===== src/rtl/instr_loader_if.sv =====
// Byte-stream loader bus: host-side request/stream signals and
// instruction-memory write port with status.
interface instr_loader_if #(
  parameter int ADDRESS_WIDTH = 16
);
  logic                     start;
  logic [ADDRESS_WIDTH-1:0] len;
  logic                     rx_valid;
  logic [7:0]               rx_data;
  logic                     rx_ready;
  logic                     we;
  logic [ADDRESS_WIDTH-1:0] waddr;
  logic [7:0]               wdata;
  logic                     cpu_hold;
  logic                     busy;
  logic                     done;
  logic [7:0]               checksum;

  modport master (
    output start, len, rx_valid, rx_data,
    input  rx_ready, we, waddr, wdata,
    input  cpu_hold, busy, done, checksum
  );

  modport slave (
    input  start, len, rx_valid, rx_data,
    output rx_ready, we, waddr, wdata,
    output cpu_hold, busy, done, checksum
  );
endinterface


===== src/rtl/instr_loader.sv =====
// Program-image loader: streams bytes into instruction memory at
// consecutive addresses while holding the core in reset.
module instr_loader #(
  parameter int                       ADDRESS_WIDTH = 16,
  parameter logic [ADDRESS_WIDTH-1:0] BASE_ADDR     = '0
) (
  input logic           clk,
  input logic           rst,
  instr_loader_if.slave bus
);

  typedef enum logic [1:0] {
    IDLE,
    LOAD,
    DONE
  } state_t;

  state_t state;
  state_t nextState;

  logic [ADDRESS_WIDTH-1:0] addr;
  logic [ADDRESS_WIDTH-1:0] remaining;
  logic [ADDRESS_WIDTH-1:0] waddr;
  logic [7:0]               wdata;
  logic [7:0]               checksum;
  logic                     we;
  logic                     rxReady;
  logic                     busy;
  logic                     done;
  logic                     cpuHold;
  logic                     accept;
  logic                     lastByte;

  assign accept   = rxReady && bus.rx_valid;
  assign lastByte = remaining == ADDRESS_WIDTH'(1);

  always_ff @(posedge clk or posedge rst) begin
    if (rst) begin
      state <= IDLE;
    end else begin
      state <= nextState;
    end
  end

  // Handshake outputs depend on state only, never on rx_valid.
  always_comb begin
    nextState = state;
    rxReady   = 1'b0;
    busy      = 1'b0;
    done      = 1'b0;
    cpuHold   = 1'b0;
    unique case (state)
      IDLE: begin
        if (bus.start) begin
          nextState = (bus.len == '0) ? DONE : LOAD;
        end
      end
      LOAD: begin
        rxReady = 1'b1;
        busy    = 1'b1;
        cpuHold = 1'b1;
        if (bus.rx_valid && lastByte) begin
          nextState = DONE;
        end
      end
      DONE: begin
        done      = 1'b1;
        cpuHold   = 1'b1;
        nextState = IDLE;
      end
      default: nextState = IDLE;
    endcase
  end

  always_ff @(posedge clk or posedge rst) begin
    if (rst) begin
      addr      <= BASE_ADDR;
      remaining <= '0;
      checksum  <= '0;
      we        <= 1'b0;
      waddr     <= '0;
      wdata     <= '0;
    end else begin
      we <= 1'b0;
      if (state == IDLE && bus.start) begin
        remaining <= bus.len;
        addr      <= BASE_ADDR;
        checksum  <= '0;
      end
      if (accept) begin
        we        <= 1'b1;
        waddr     <= addr;
        wdata     <= bus.rx_data;
        addr      <= addr + ADDRESS_WIDTH'(1);
        checksum  <= checksum + bus.rx_data;
        remaining <= remaining - ADDRESS_WIDTH'(1);
      end
    end
  end

  assign bus.rx_ready = rxReady;
  assign bus.we       = we;
  assign bus.waddr    = waddr;
  assign bus.wdata    = wdata;
  assign bus.cpu_hold = cpuHold;
  assign bus.busy     = busy;
  assign bus.done     = done;
  assign bus.checksum = checksum;

endmodule


===== src/flat_wrapper.sv =====
// flat-port wrapper written by rule: the top's interface ports become plain ports
module instr_loader_flat 
#(
  parameter int                       ADDRESS_WIDTH = 16,
  parameter logic [ADDRESS_WIDTH-1:0] BASE_ADDR     = '0
)
  (clk, rst, bus_start, bus_len, bus_rx_valid, bus_rx_data, bus_rx_ready, bus_we, bus_waddr, bus_wdata, bus_cpu_hold, bus_busy, bus_done, bus_checksum);
  instr_loader_if #(.ADDRESS_WIDTH(ADDRESS_WIDTH)) bus_i ();
  input logic clk;
  input logic rst;
  input wire logic [$bits(bus_i.start)-1:0] bus_start;
  input wire logic [$bits(bus_i.len)-1:0] bus_len;
  input wire logic [$bits(bus_i.rx_valid)-1:0] bus_rx_valid;
  input wire logic [$bits(bus_i.rx_data)-1:0] bus_rx_data;
  output wire logic [$bits(bus_i.rx_ready)-1:0] bus_rx_ready;
  output wire logic [$bits(bus_i.we)-1:0] bus_we;
  output wire logic [$bits(bus_i.waddr)-1:0] bus_waddr;
  output wire logic [$bits(bus_i.wdata)-1:0] bus_wdata;
  output wire logic [$bits(bus_i.cpu_hold)-1:0] bus_cpu_hold;
  output wire logic [$bits(bus_i.busy)-1:0] bus_busy;
  output wire logic [$bits(bus_i.done)-1:0] bus_done;
  output wire logic [$bits(bus_i.checksum)-1:0] bus_checksum;
  assign bus_i.start = bus_start;
  assign bus_i.len = bus_len;
  assign bus_i.rx_valid = bus_rx_valid;
  assign bus_i.rx_data = bus_rx_data;
  assign bus_rx_ready = bus_i.rx_ready;
  assign bus_we = bus_i.we;
  assign bus_waddr = bus_i.waddr;
  assign bus_wdata = bus_i.wdata;
  assign bus_cpu_hold = bus_i.cpu_hold;
  assign bus_busy = bus_i.busy;
  assign bus_done = bus_i.done;
  assign bus_checksum = bus_i.checksum;
  instr_loader #(.ADDRESS_WIDTH(ADDRESS_WIDTH), .BASE_ADDR(BASE_ADDR)) u_core (.clk(clk), .rst(rst), .bus(bus_i));
endmodule

===== config.mk =====
export PLATFORM = sky130hd
export DESIGN_NAME = instr_loader_flat
export DESIGN_NICKNAME = d
export VERILOG_FILES = /design/src/rtl/instr_loader_if.sv /design/src/rtl/instr_loader.sv /design/src/flat_wrapper.sv
export SDC_FILE = /design/constraint.sdc
export NUM_CORES = 1
export LEC_CHECK = 0
export BUFFER_PORTS_ARGS = -buffer_cell sky130_fd_sc_hd__buf_2
export CORE_MARGIN = 2
export CORE_UTILIZATION = 50
export CTS_BUF_LIST = sky130_fd_sc_hd__clkbuf_4
export CTS_CLUSTER_DIAMETER = 50
export DETAILED_ROUTE_END_ITERATION = 16
export PLACE_DENSITY = 0.73
export RECOVER_POWER = 25
export SLEW_MARGIN = 20
export SYNTH_ARGS = -nofsm -noshare
export SYNTH_HDL_FRONTEND = slang
export SYNTH_SLANG_ARGS = --single-unit

===== constraint.sdc =====
create_clock -name clk -period 4 [get_ports clk]
set_input_delay 0.4 -clock clk [delete_from_list [all_inputs] [get_ports clk]]
set_output_delay 0.4 -clock clk [all_outputs]
set_load 0.005 [all_outputs]

==> impl_metrics.ini <==
[layout]
diodes = 0
instances_no_fill = 532
final_nets = 489
finalInstanceArea_sq_mm = 0.00394
area_growth_pct = 14.0
filler_cell_count = 634
drive_gt1_frac = 0.212

[drt]
drc_errors = 0
vias = 2992
ant_nets = 0
first_pass_iters = 4
wirelength_microns = 7920
first_iter_violations = 201
via_per_inst = 5.62
wl_per_cell_microns = 14.9

[synthesis]
yosysMostFrequentCell = nand2_1
ys.flop_type = dfrtp_1
yosys.cell_types.count = 54
synth_cells = 385
ys_ff_latch = 67
syn-cell-area_sq_mm = 0.00346
yosysWarningCount = 0
syn_nets = 427
yosys.area.top_type = dfrtp_1
synthArstFlopShare = 1.00
synth_top_area_share = 0.485
synth_edf_count = 0
synth_common_cells = nand2_1, dfrtp_1, o21ai_0, nor2_1, a21oi_1
ys_top_cells_by_area = dfrtp_1, nand2_1, ha_1, o21ai_0, a21oi_1
yosysSeqAreaShare = 0.485
syn_avg_cell_area_sq_um = 8.98

[placement]
dp_hpwl_microns = 5500
port-buffer-count = 64
place_congestion = 0.833
placed_cell_area_sq_mm = 0.00383
placed_cells = 516

[clock_tree]
cts-resized-gates = 0
clock_sinks = 67
postCtsHoldBufs = 0
cts_root_buf = clkbuf_4
post_cts_buffers = 0
numCtsBuffers = 9
cts_tree = done
path_clk_slew_ns = 0.11
cts_max_level = 3
insertion_delay_ns = 0.40
clk_path_buf_depth = 2

[timing]
max_slew_margin = -0.365
worst_hold_slack_ns = 0.206
setup_tns_ns = 0
slew_viol_final = 48
rsz0062_at_grt = no
finalCritPeriodShare = 0.578
setup_viol = 0
hold_viol = 0
min_period_ns = 2.31
tightest_slew_ns = 2.04
fin_worst_skew_ns = 0.0117
fmax_mhz = 433

[run_status]
violations = capacitance limit, slew limit
outcome = complete, but fails checks

[worst_setup_path]
worstPathCellList = ha_1, nand2_2, buf_4, nand3_1, o311a_1, a21oi_1, nand2_1
rrSetupSlack_ns = 1.69
critPathKind = flop to flop
slowest_delay_ns = 0.53
worstPathArrival_ns = 2.61
cp_top_family = simple AND/OR/NAND/NOR gates
worst-path-max-fanout = 52
cp_num_buf_inv = 1
required_ns = 4.30
critical_path_depth = 7
crit_path_end_kind = flop
rr_worst_depth = 7
start_kind = flop
cp_slowest_cell = nand3_1

[global_routing]
grt_pass1_vias = 2988
grt_max_degree = 53
antenna_found_initial = 0
grt_overflow = 0
grt_pass1_wl_microns = 13900
grt_util_all_layers = 0.232

[power]
p_int_uw = 1350
p_switching_uw = 891
p_leak_uw = 0.00207
pwr-share-clk = 0.164
p_sw_frac = 0.397
seqPwrFrac = 0.450
pwr-share-comb = 0.386
p_per_area_mw_per_mm2 = 570
peakVddDrop_mv = 0.377

[die]
die_w_microns = 87.2
core_sq_mm = 0.00676
dieArea_sq_mm = 0.00760
io-pin-count = 65
start_util = 0.512
die_h_microns = 87.2
fp-row-count = 30

[min_path]
hold_class = input port to flop
whs_path_depth = 3

[flow_run]
drv_cap = 1
## worst paths after layout
| path | start | endpoint |
|---|---|---|
| max | u_core.state[0] | u_core.remaining[13] |
| min | bus_rx_data[0] | u_core.bus.wdata[0] |
| max reg2reg | u_core.state[0] | u_core.remaining[13] |
| min reg2reg | u_core.bus.waddr[12] | u_core.bus.waddr[12] |
| max in group asynchronous | rst | u_core.remaining[7] |
| min in group asynchronous | rst | u_core.bus.wdata[6] |
## sequential cells by signal (all words and copies together), names as in the netlist
signal,count
u_core.bus.we,1
u_core.state,2
u_core.bus.waddr,16
u_core.bus.checksum,8
u_core.remaining,16
u_core.addr,16
u_core.bus.wdata,8
## worst reg2reg max path: stages (launching register included)
cell	delay, ns
dfrtp_1	0.41
ha_1	0.27
nand2_2	0.09
buf_4	0.43
nand3_1	0.54
o311a_1	0.30
a21oi_1	0.11
nand2_1	0.06
## cell usage in the layout (no fill, tap or decap), drive strengths merged, types with 2 or more instances in the layout
master  instances
buf            68
a311oi          2
inv            10
dfrtp          67
a21o            2
nand3b          3
xnor2           4
nand4           5
nor2           22
a211oi          6
nor4            6
clkinv          4
o41ai           2
and3            8
a22o            5
ha             13
a21oi          20
mux2i           5
and2            2
a31oi           2
clkbuf         12
or3             2
o21ai          33
nand2         110
a22oi           4
a32oi           2
nand3          13
nor3            6
## cell families after synthesis
kind of cell / after synthesis / share of synthesized area
AO/OA/AOI/OAI: 85 / 0.153
XOR/XNOR: 4 / 0.0101
adder cells (fa/ha/maj): 14 / 0.0528
flip-flops: 67 / 0.485
buffers and inverters: 28 / 0.0340
AND/OR/NAND/NOR: 181 / 0.247
multiplexers: 6 / 0.0177
## stage by stage
stage                      util  total power [uW]  setup slack, ns
after detailed placement  0.567              1890             1.66
after global routing      0.583              2440             1.44
after global placement    0.567              1850             1.72
final                     0.583              2240             1.69
after floorplan               -              1600             1.92
after CTS                 0.583              2270             1.64
## power by group through the flow
stage	combinational, uW	clock, uW	sequential [uW]
2_1_floorplan	601	0	1000
3_3_place_gp	840	0	1010
3_5_place_dp	869	0	1020
4_1_cts	878	382	1010
5_1_grt	995	408	1040
6_report	866	369	1010
## metal layers
layer  track usage  part of all wire
met3        0.0370             0.047
met4        0.0979             0.013
met2         0.371              0.48
met1         0.314              0.46
met5             0                 0
## cell type report
type / count / area [sq um] / area share
Inverter: 11 / 42.5 / 0.0108
Sequential cell: 67 / 1680 / 0.426
Clock buffer: 12 / 90.1 / 0.0229
Clock inverter: 4 / 17.5 / 0.00445
Tap cell: 80 / 100 / 0.0254
Multi-Input combinational cell: 290 / 1660 / 0.422
Timing Repair Buffer: 68 / 350 / 0.0889
Note: power is estimated with default switching activity, not from simulation.
